## src/rtl/span_pkg.sv

```systemverilog
// Shared widths, payload types and state encoding for the spread tier accumulator.
package span_pkg;

    localparam int unsigned NUM_LEGS  = 8;
    localparam int unsigned NUM_TIERS = 3;
    localparam int unsigned QTY_W     = 16;
    localparam int unsigned MAT_W     = 8;
    localparam int unsigned TIER_W    = 4;
    localparam int unsigned MAG_W     = 16;
    localparam int unsigned CNT_W     = $clog2(NUM_LEGS + 1);
    localparam int unsigned IDX_W     = $clog2(NUM_LEGS);
    localparam int unsigned ERR_W     = 3;

    localparam int unsigned ERR_OVF   = 0;
    localparam int unsigned ERR_UNBKT = 1;
    localparam int unsigned ERR_TRUNC = 2;

    typedef struct packed {
        logic [QTY_W-1:0] qty;
        logic [MAT_W-1:0] mat;
    } leg_t;

    typedef logic [NUM_TIERS-1:0][MAG_W-1:0]  tier_sum_t;
    typedef logic [NUM_TIERS-1:0][TIER_W-1:0] tier_max_t;
    typedef logic [NUM_LEGS-1:0][QTY_W-1:0]   pos_arr_t;
    typedef logic [NUM_LEGS-1:0][MAT_W-1:0]   mat_arr_t;

    typedef enum logic [1:0] {
        IDLE    = 2'd0,
        ACCUM   = 2'd1,
        PRESENT = 2'd2
    } acc_state_e;

endpackage

```

## src/rtl/spread_tier_accumulator_if.sv

```systemverilog
// Leg input stream and portfolio bundle output stream of the spread tier accumulator.
interface spread_tier_accumulator_if;
    import span_pkg::*;

    logic               leg_valid;
    logic               leg_ready;
    logic [QTY_W-1:0]   leg_qty;
    logic [MAT_W-1:0]   leg_mat;
    logic               leg_last;
    logic               out_valid;
    logic               out_ready;
    tier_sum_t          tier_long;
    tier_sum_t          tier_short;
    pos_arr_t           position;
    mat_arr_t           maturity;
    logic [CNT_W-1:0]   leg_count;
    logic [ERR_W-1:0]   err_flags;

    modport master (
        output leg_valid, leg_qty, leg_mat, leg_last, out_ready,
        input  leg_ready, out_valid, tier_long, tier_short, position, maturity,
               leg_count, err_flags
    );

    modport slave (
        input  leg_valid, leg_qty, leg_mat, leg_last, out_ready,
        output leg_ready, out_valid, tier_long, tier_short, position, maturity,
               leg_count, err_flags
    );

endinterface

```

## src/rtl/tier_classify.sv

```systemverilog
// Maps one leg to its maturity tier (lowest tier with mat < bound) and unsigned magnitude.
module tier_classify
    import span_pkg::*;
(
    input  logic [MAT_W-1:0]     mat,
    input  logic [QTY_W-1:0]     qty,
    input  tier_max_t            tmax,
    output logic [NUM_TIERS-1:0] onehot_c,
    output logic                 hit_c,
    output logic [MAG_W-1:0]     mag_c,
    output logic                 is_short_c
);

    logic [QTY_W-1:0] neg_c;

    always_comb begin
        onehot_c = '0;
        hit_c    = 1'b0;
        for (int t = 0; t < int'(NUM_TIERS); t++) begin
            if (!hit_c && (mat < MAT_W'(tmax[t]))) begin
                onehot_c[t] = 1'b1;
                hit_c       = 1'b1;
            end
        end
    end

    // Negating the most negative quantity wraps to its true magnitude when read unsigned.
    assign is_short_c = qty[QTY_W-1];
    assign neg_c      = QTY_W'(~qty + QTY_W'(1));
    assign mag_c      = is_short_c ? MAG_W'(neg_c) : MAG_W'(qty);

endmodule

```

## src/rtl/spread_tier_accumulator.sv

```systemverilog
// Collects one portfolio's legs, sums long/short magnitudes per maturity tier and presents the bundle.
module spread_tier_accumulator
    import span_pkg::*;
(
    input  logic                        clk,
    input  logic                        reset,
    input  tier_max_t                   tier_max,
    spread_tier_accumulator_if.slave    bus
);

    acc_state_e        state_q, state_d;
    tier_sum_t         long_q, long_d;
    tier_sum_t         short_q, short_d;
    pos_arr_t          pos_q, pos_d;
    mat_arr_t          mat_q, mat_d;
    logic [CNT_W-1:0]  cnt_q, cnt_d;
    logic [ERR_W-1:0]  err_q, err_d;
    tier_max_t         shadow_q, shadow_d;
    logic              leg_ready_q;
    logic              out_valid_q;

    leg_t                  leg_c;
    tier_max_t             tmax_sel_c;
    logic [NUM_TIERS-1:0]  cls_onehot_c;
    logic                  cls_hit_c;
    logic [MAG_W-1:0]      cls_mag_c;
    logic                  cls_short_c;
    logic                  accept_c;
    logic                  full_c;
    logic                  done_c;
    logic [IDX_W-1:0]      idx_c;
    logic [MAG_W:0]        sum_c;

    assign leg_c = '{qty: bus.leg_qty, mat: bus.leg_mat};

    // The first leg is classified against the live bounds, later legs against the shadow copy.
    assign tmax_sel_c = (state_q == IDLE) ? tier_max : shadow_q;

    tier_classify u_classify (
        .mat        (leg_c.mat),
        .qty        (leg_c.qty),
        .tmax       (tmax_sel_c),
        .onehot_c   (cls_onehot_c),
        .hit_c      (cls_hit_c),
        .mag_c      (cls_mag_c),
        .is_short_c (cls_short_c)
    );

    always_comb begin
        state_d  = state_q;
        long_d   = long_q;
        short_d  = short_q;
        pos_d    = pos_q;
        mat_d    = mat_q;
        cnt_d    = cnt_q;
        err_d    = err_q;
        shadow_d = shadow_q;
        sum_c    = '0;
        accept_c = bus.leg_valid && leg_ready_q;
        full_c   = (cnt_q == CNT_W'(NUM_LEGS - 1));
        done_c   = bus.leg_last || full_c;
        idx_c    = IDX_W'(cnt_q);

        unique case (state_q)
            IDLE: begin
                if (accept_c) begin
                    shadow_d = tier_max;
                    state_d  = done_c ? PRESENT : ACCUM;
                end
            end
            ACCUM: begin
                if (accept_c && done_c) begin
                    state_d = PRESENT;
                end
            end
            PRESENT: begin
                if (out_valid_q && bus.out_ready) begin
                    long_d  = '0;
                    short_d = '0;
                    pos_d   = '0;
                    mat_d   = '0;
                    cnt_d   = '0;
                    err_d   = '0;
                    state_d = IDLE;
                end
            end
            default: state_d = IDLE;
        endcase

        if (accept_c) begin
            pos_d[idx_c] = leg_c.qty;
            mat_d[idx_c] = leg_c.mat;
            cnt_d        = cnt_q + CNT_W'(1);
            if (!cls_hit_c) begin
                err_d[ERR_UNBKT] = 1'b1;
            end
            if (full_c && !bus.leg_last) begin
                err_d[ERR_TRUNC] = 1'b1;
            end
            // Saturating add into the single matched tier.
            for (int t = 0; t < int'(NUM_TIERS); t++) begin
                if (cls_onehot_c[t]) begin
                    sum_c = cls_short_c ? ({1'b0, short_q[t]} + {1'b0, cls_mag_c})
                                        : ({1'b0, long_q[t]}  + {1'b0, cls_mag_c});
                    if (sum_c[MAG_W]) begin
                        err_d[ERR_OVF] = 1'b1;
                        sum_c          = {1'b0, {MAG_W{1'b1}}};
                    end
                    if (cls_short_c) begin
                        short_d[t] = sum_c[MAG_W-1:0];
                    end else begin
                        long_d[t]  = sum_c[MAG_W-1:0];
                    end
                end
            end
        end
    end

    always_ff @(posedge clk) begin
        if (!reset) begin
            state_q     <= IDLE;
            long_q      <= '0;
            short_q     <= '0;
            pos_q       <= '0;
            mat_q       <= '0;
            cnt_q       <= '0;
            err_q       <= '0;
            shadow_q    <= '0;
            leg_ready_q <= 1'b0;
            out_valid_q <= 1'b0;
        end else begin
            state_q     <= state_d;
            long_q      <= long_d;
            short_q     <= short_d;
            pos_q       <= pos_d;
            mat_q       <= mat_d;
            cnt_q       <= cnt_d;
            err_q       <= err_d;
            shadow_q    <= shadow_d;
            leg_ready_q <= (state_d != PRESENT);
            out_valid_q <= (state_d == PRESENT);
        end
    end

    assign bus.leg_ready  = leg_ready_q;
    assign bus.out_valid  = out_valid_q;
    assign bus.tier_long  = long_q;
    assign bus.tier_short = short_q;
    assign bus.position   = pos_q;
    assign bus.maturity   = mat_q;
    assign bus.leg_count  = cnt_q;
    assign bus.err_flags  = err_q;

endmodule

```

## src/flat_wrapper.sv

```systemverilog
// flat-port wrapper written by rule: the top's interface ports become plain ports
module spread_tier_accumulator_flat import span_pkg::*;
  (clk, reset, tier_max, bus_leg_valid, bus_leg_qty, bus_leg_mat, bus_leg_last, bus_out_ready, bus_leg_ready, bus_out_valid, bus_tier_long, bus_tier_short, bus_position, bus_maturity, bus_leg_count, bus_err_flags);
  spread_tier_accumulator_if bus_i ();
  input  logic clk;
  input  logic reset;
  input  tier_max_t tier_max;
  input wire logic [$bits(bus_i.leg_valid)-1:0] bus_leg_valid;
  input wire logic [$bits(bus_i.leg_qty)-1:0] bus_leg_qty;
  input wire logic [$bits(bus_i.leg_mat)-1:0] bus_leg_mat;
  input wire logic [$bits(bus_i.leg_last)-1:0] bus_leg_last;
  input wire logic [$bits(bus_i.out_ready)-1:0] bus_out_ready;
  output wire logic [$bits(bus_i.leg_ready)-1:0] bus_leg_ready;
  output wire logic [$bits(bus_i.out_valid)-1:0] bus_out_valid;
  output wire logic [$bits(bus_i.tier_long)-1:0] bus_tier_long;
  output wire logic [$bits(bus_i.tier_short)-1:0] bus_tier_short;
  output wire logic [$bits(bus_i.position)-1:0] bus_position;
  output wire logic [$bits(bus_i.maturity)-1:0] bus_maturity;
  output wire logic [$bits(bus_i.leg_count)-1:0] bus_leg_count;
  output wire logic [$bits(bus_i.err_flags)-1:0] bus_err_flags;
  assign bus_i.leg_valid = bus_leg_valid;
  assign bus_i.leg_qty = bus_leg_qty;
  assign bus_i.leg_mat = bus_leg_mat;
  assign bus_i.leg_last = bus_leg_last;
  assign bus_i.out_ready = bus_out_ready;
  assign bus_leg_ready = bus_i.leg_ready;
  assign bus_out_valid = bus_i.out_valid;
  assign bus_tier_long = bus_i.tier_long;
  assign bus_tier_short = bus_i.tier_short;
  assign bus_position = bus_i.position;
  assign bus_maturity = bus_i.maturity;
  assign bus_leg_count = bus_i.leg_count;
  assign bus_err_flags = bus_i.err_flags;
  spread_tier_accumulator u_core (.clk(clk), .reset(reset), .tier_max(tier_max), .bus(bus_i));
endmodule
```

## config.mk

```make
export PLATFORM = sky130hd
export DESIGN_NAME = spread_tier_accumulator_flat
export DESIGN_NICKNAME = d
export VERILOG_FILES = /design/src/rtl/span_pkg.sv /design/src/rtl/spread_tier_accumulator_if.sv /design/src/rtl/tier_classify.sv /design/src/rtl/spread_tier_accumulator.sv /design/src/flat_wrapper.sv
export SDC_FILE = /design/constraint.sdc
export NUM_CORES = 1
export LEC_CHECK = 0
export ABC_AREA = 1
export CORE_UTILIZATION = 40
export CTS_CLUSTER_DIAMETER = 150
export DETAILED_ROUTE_END_ITERATION = 10
export PLACE_DENSITY = 0.65
export SLEW_MARGIN = 5
export SYNTH_ARGS = -nofsm -noshare
export SYNTH_HDL_FRONTEND = slang
export SYNTH_SLANG_ARGS = --single-unit
```

## constraint.sdc

```tcl
create_clock -name clk -period 6 [get_ports clk]
set_input_delay 1.2 -clock clk [delete_from_list [all_inputs] [get_ports clk]]
set_output_delay 1.2 -clock clk [all_outputs]
set_load 0.05 [all_outputs]
```

==> reports/qor.txt <==
Synth Cell Area: 0.01590 mm2
Worst path slowest cell: sky130_fd_sc_hd__clkdlybuf4s50_1
Sequential share of power: 40.0%
Residual overflow from global routing: 0
# Post-CTS Setup Buffers: 0
Final estimated routing congestion in global placement: 0.9494
Fmax: 215.3 MHz
Kind of end point of the critical path: flop
Source of the worst hold timing path: u_core.shadow_q[5]$_SDFFE_PN0P_
Num ports: 338
Required time at the endpoint of the critical path: 6410 ps
DIE WIDTH: 201.4 um
DR DRC count: 0
Number of distinct library cells after synthesis: 41
Clock sink count: 311
# fillers: 3876
Library cell occupying the most area in the post-synthesis netlist: sky130_fd_sc_hd__dfxtp_1
Worst Tran Pin Value: 939.9 ps
Max stage delay on crit path: 580 ps
Count of instances resized after the clock tree is built: 0
Pin count of the biggest net entering global routing: 101
Core area: 0.03892 mm2
Internal power consumption: 3.740 mW
Power per cell area: 262.0 mW/mm2
Cell types occupying the most area after synthesis: sky130_fd_sc_hd__dfxtp_1 (39%), sky130_fd_sc_hd__a21oi_1 (13%), sky130_fd_sc_hd__o21ai_0 (9.9%)
Number of input and output port buffers inserted: 337
Die height: 201.4 um
Clock power frac: 39.6%
Synth async-reset ratio: 0%
Hold-fix buffers, CTS: 0
Post-detailed-placement half-perimeter wirelength: 40680 um
Skew final: 18.64 ps
Mean post-synth cell area: 6.989 um2
Critical Path Source Type: input pin
Path class of the lowest-slack min-delay path: reg -> reg
Number of enable flip-flop cells after synthesis: 0
First-pass iteration count of the detailed router: 5
Number of warning messages in the yosys log: 0
WHS Endpoint: u_core.shadow_q[5]$_SDFFE_PN0P_
Worst ir drop on vdd: 0.0001864 V
Setup repair after global routing missed its margin: false
WL final: 58040 um
Cells along the critical path: clkdlybuf4s50_1 > clkinv_1 > ha_1 > nand3_1 > nand2_1 > o21ai_0 > xor2_1 > ha_1 > a21oi_1 > a21boi_0 > nand3_1 > nand2_1 > nand3_1 > nand2_1 > o21ai_0 > xor2_1 > nor2_1 > a21oi_1
Synth Flop Type: sky130_fd_sc_hd__dfxtp_1
Post-route antenna net violation count: 0
Combinational Power Share: 20.4%
Mapped Nets: 2375
Crit path max fanout: 9
Final Setup Violations: 0
Reported max-cap violation count: 0
Effective utilization at floorplan: 40.86%
Synth top cells by count: sky130_fd_sc_hd__a21oi_1 (407), sky130_fd_sc_hd__o21ai_0 (313), sky130_fd_sc_hd__dfxtp_1 (311), sky130_fd_sc_hd__nor2_1 (293), sky130_fd_sc_hd__nand2_1 (280)
Site Rows: 72
Wire length of the first global-routing pass: 88990 um
End of the worst register-to-register path: u_core.bus.tier_long[5]$_SDFF_PN0_
Skew-Pair Late Insertion Delay: 540 ps
Maximum count of clock buffers along a single path: 3
Setup Total Neg Slack: 0 ps
Most used standard cell by instance count after synthesis: sky130_fd_sc_hd__a21oi_1
Initial antenna violation count: 5
Global-route usage over all layers: 27.75%
DIE AREA: 0.04055 mm2
DRC violation total after the first TritonRoute iteration: 1177
Setup slack of the worst register-to-register path: 2800 ps
Switching Share: 31.23%
Top-area cell type share of the netlist area: 39.16%
Via density per instance: 5.393
Seq/Total Area, Yosys: 39.16%
Area Growth Syn to Fin: 30.55%
Fraction of layout cells with a size suffix above 1: 7.118%
Library cell used as clock root buffer: sky130_fd_sc_hd__clkbuf_16
Routed wirelength normalized by instance count: 18.87 um
Largest delay contributor family on the critical path: buffers and inverters
Number of stages on the worst hold path: 2
Remaining max-slew budget at the tightest pin: 37.34%
Overall via count from detail_route: 16590
Gate Count Post-Synth: 2275
Clock tree from TritonCTS: yes
Post-layout min period: 4645 ps
Number of slew-limit violations in the final report: 0
Leakage dissipation: 8.031 nW
Htree depth: 2
Final hold violations: 0
Critical path class: in -> reg
Switching power summed over all nets: 1.699 mW
Portion of the clock cycle consumed by the worst path in the final layout: 77.42%
Number of buffers inserted during clock tree synthesis: 35
Total of flip-flops plus latches after synthesis: 311
Clk pin slew, worst setup/hold paths: 60 ps
Reg2reg start: u_core.state_q[0]$_SDFF_PN0_
Final layout net count: 2630
Result of the run: finished, final reports clean
Overall power consumption: 5.439 mW
Register-to-Register Path Depth: 13
Vias in the first global route: 15390
Buf+Inv Stages, Crit Path: 2
CP arrival: 5050 ps
## sequential cells by signal (all words and copies together) (netlist names)
name                   count
u_core.bus.err_flags       3
u_core.bus.leg_count       4
u_core.bus.maturity       64
u_core.bus.position      128
u_core.bus.tier_short     48
u_core.shadow_q           12
u_core.bus.tier_long      48
u_core.bus.leg_ready       1
u_core.bus.out_valid       1
u_core.state_q             2
## per-stage QoR
| stage | cell area [um2] | hold slack, ps | cells | utilization, % | setup WS [ps] |
|---|---|---|---|---|---|
| 2_1_floorplan | 15900 | 429.7 | 2275 | - | 2125 |
| 3_3_place_gp | 19600 | 440.8 | 3011 | 50.36 | 807.8 |
| 3_5_place_dp | 19600 | 448.6 | 3011 | 50.36 | 790.2 |
| 4_1_cts | 20750 | 455.7 | 3075 | 53.33 | 1311 |
| 5_1_grt | 20760 | 479.8 | 3076 | 53.34 | 1004 |
| 6_report | 20760 | 453.4 | 3076 | 53.34 | 1355 |
## tightest hold or removal path: stages (launching register included)
cell	delay (ps)
sky130_fd_sc_hd__dfxtp_1	290
sky130_fd_sc_hd__inv_1	60
sky130_fd_sc_hd__a21oi_1	60
## routing by layer
layer	track usage (%)	part of all wire, %	up-vias
li1	-	-	8132
met3	5.361	7.3	138
met2	44.36	45	644
met4	12.91	4.8	8
met5	0	0.079	-
met1	35.99	43	7666
## power groups by stage
| stage | clock, mW | combinational [mW] | sequential [mW] |
|---|---|---|---|
| 2_1_floorplan | 0 | 0.549 | 2.41 |
| 3_3_place_gp | 0 | 1.09 | 2.22 |
| 3_5_place_dp | 0 | 1.09 | 2.22 |
| 4_1_cts | 2.19 | 1.10 | 2.18 |
| 5_1_grt | 2.28 | 1.21 | 2.18 |
| 6_report | 2.16 | 1.11 | 2.18 |
## cell families after synthesis
family | Yosys count | synth area share [%]
buf+inv | 348 | 8.514
compound gates | 817 | 27.23
fa+ha+maj | 59 | 4.784
flops | 311 | 39.16
xor+xnor | 32 | 1.763
simple gates | 708 | 18.56
## layout make-up
type,instances,area (um2),share of cell area (%)
Antenna cell,1,2.502,0.01206
Clock buffer,48,984.7,4.744
Clock inverter,16,172.7,0.8318
Inverter,191,716.9,3.454
Multi-Input combinational cell,1616,8356,40.25
Sequential cell,311,6226,29.99
Tap cell,518,648.1,3.122
Timing Repair Buffer,375,3651,17.59
## cell usage in the layout, fill, tap and decap left out, drive strengths merged, types with 9 or more instances in the layout
master,Yosys,routed
a21oi,418,418
clkdlybuf4s50,0,335
o21ai,319,319
dfxtp,311,311
nand2,300,300
nor2,299,299
inv,189,190
nand3,69,69
a211oi,62,62
ha,56,56
clkbuf,132,48
buf,25,40
xor2,23,23
or2,19,19
clkinv,2,14
xnor2,9,9
## worst max-delay path by stage
stage	cells after the start	to	slack, ps	from
final	18	u_core.bus.tier_short[31]$_SDFF_PN0_	1350	bus_leg_qty[0]
after floorplan	17	u_core.bus.tier_long[44]$_SDFF_PN0_	2130	bus_leg_qty[2]
after CTS	18	u_core.bus.tier_short[31]$_SDFF_PN0_	1310	bus_leg_qty[0]
after global placement	18	u_core.bus.tier_short[31]$_SDFF_PN0_	810	bus_leg_qty[0]
after global routing	17	u_core.bus.tier_short[45]$_SDFF_PN0_	1000	bus_leg_qty[2]
after detailed placement	18	u_core.bus.tier_long[31]$_SDFF_PN0_	790	bus_leg_qty[0]
(Power assumes the default switching activity.)
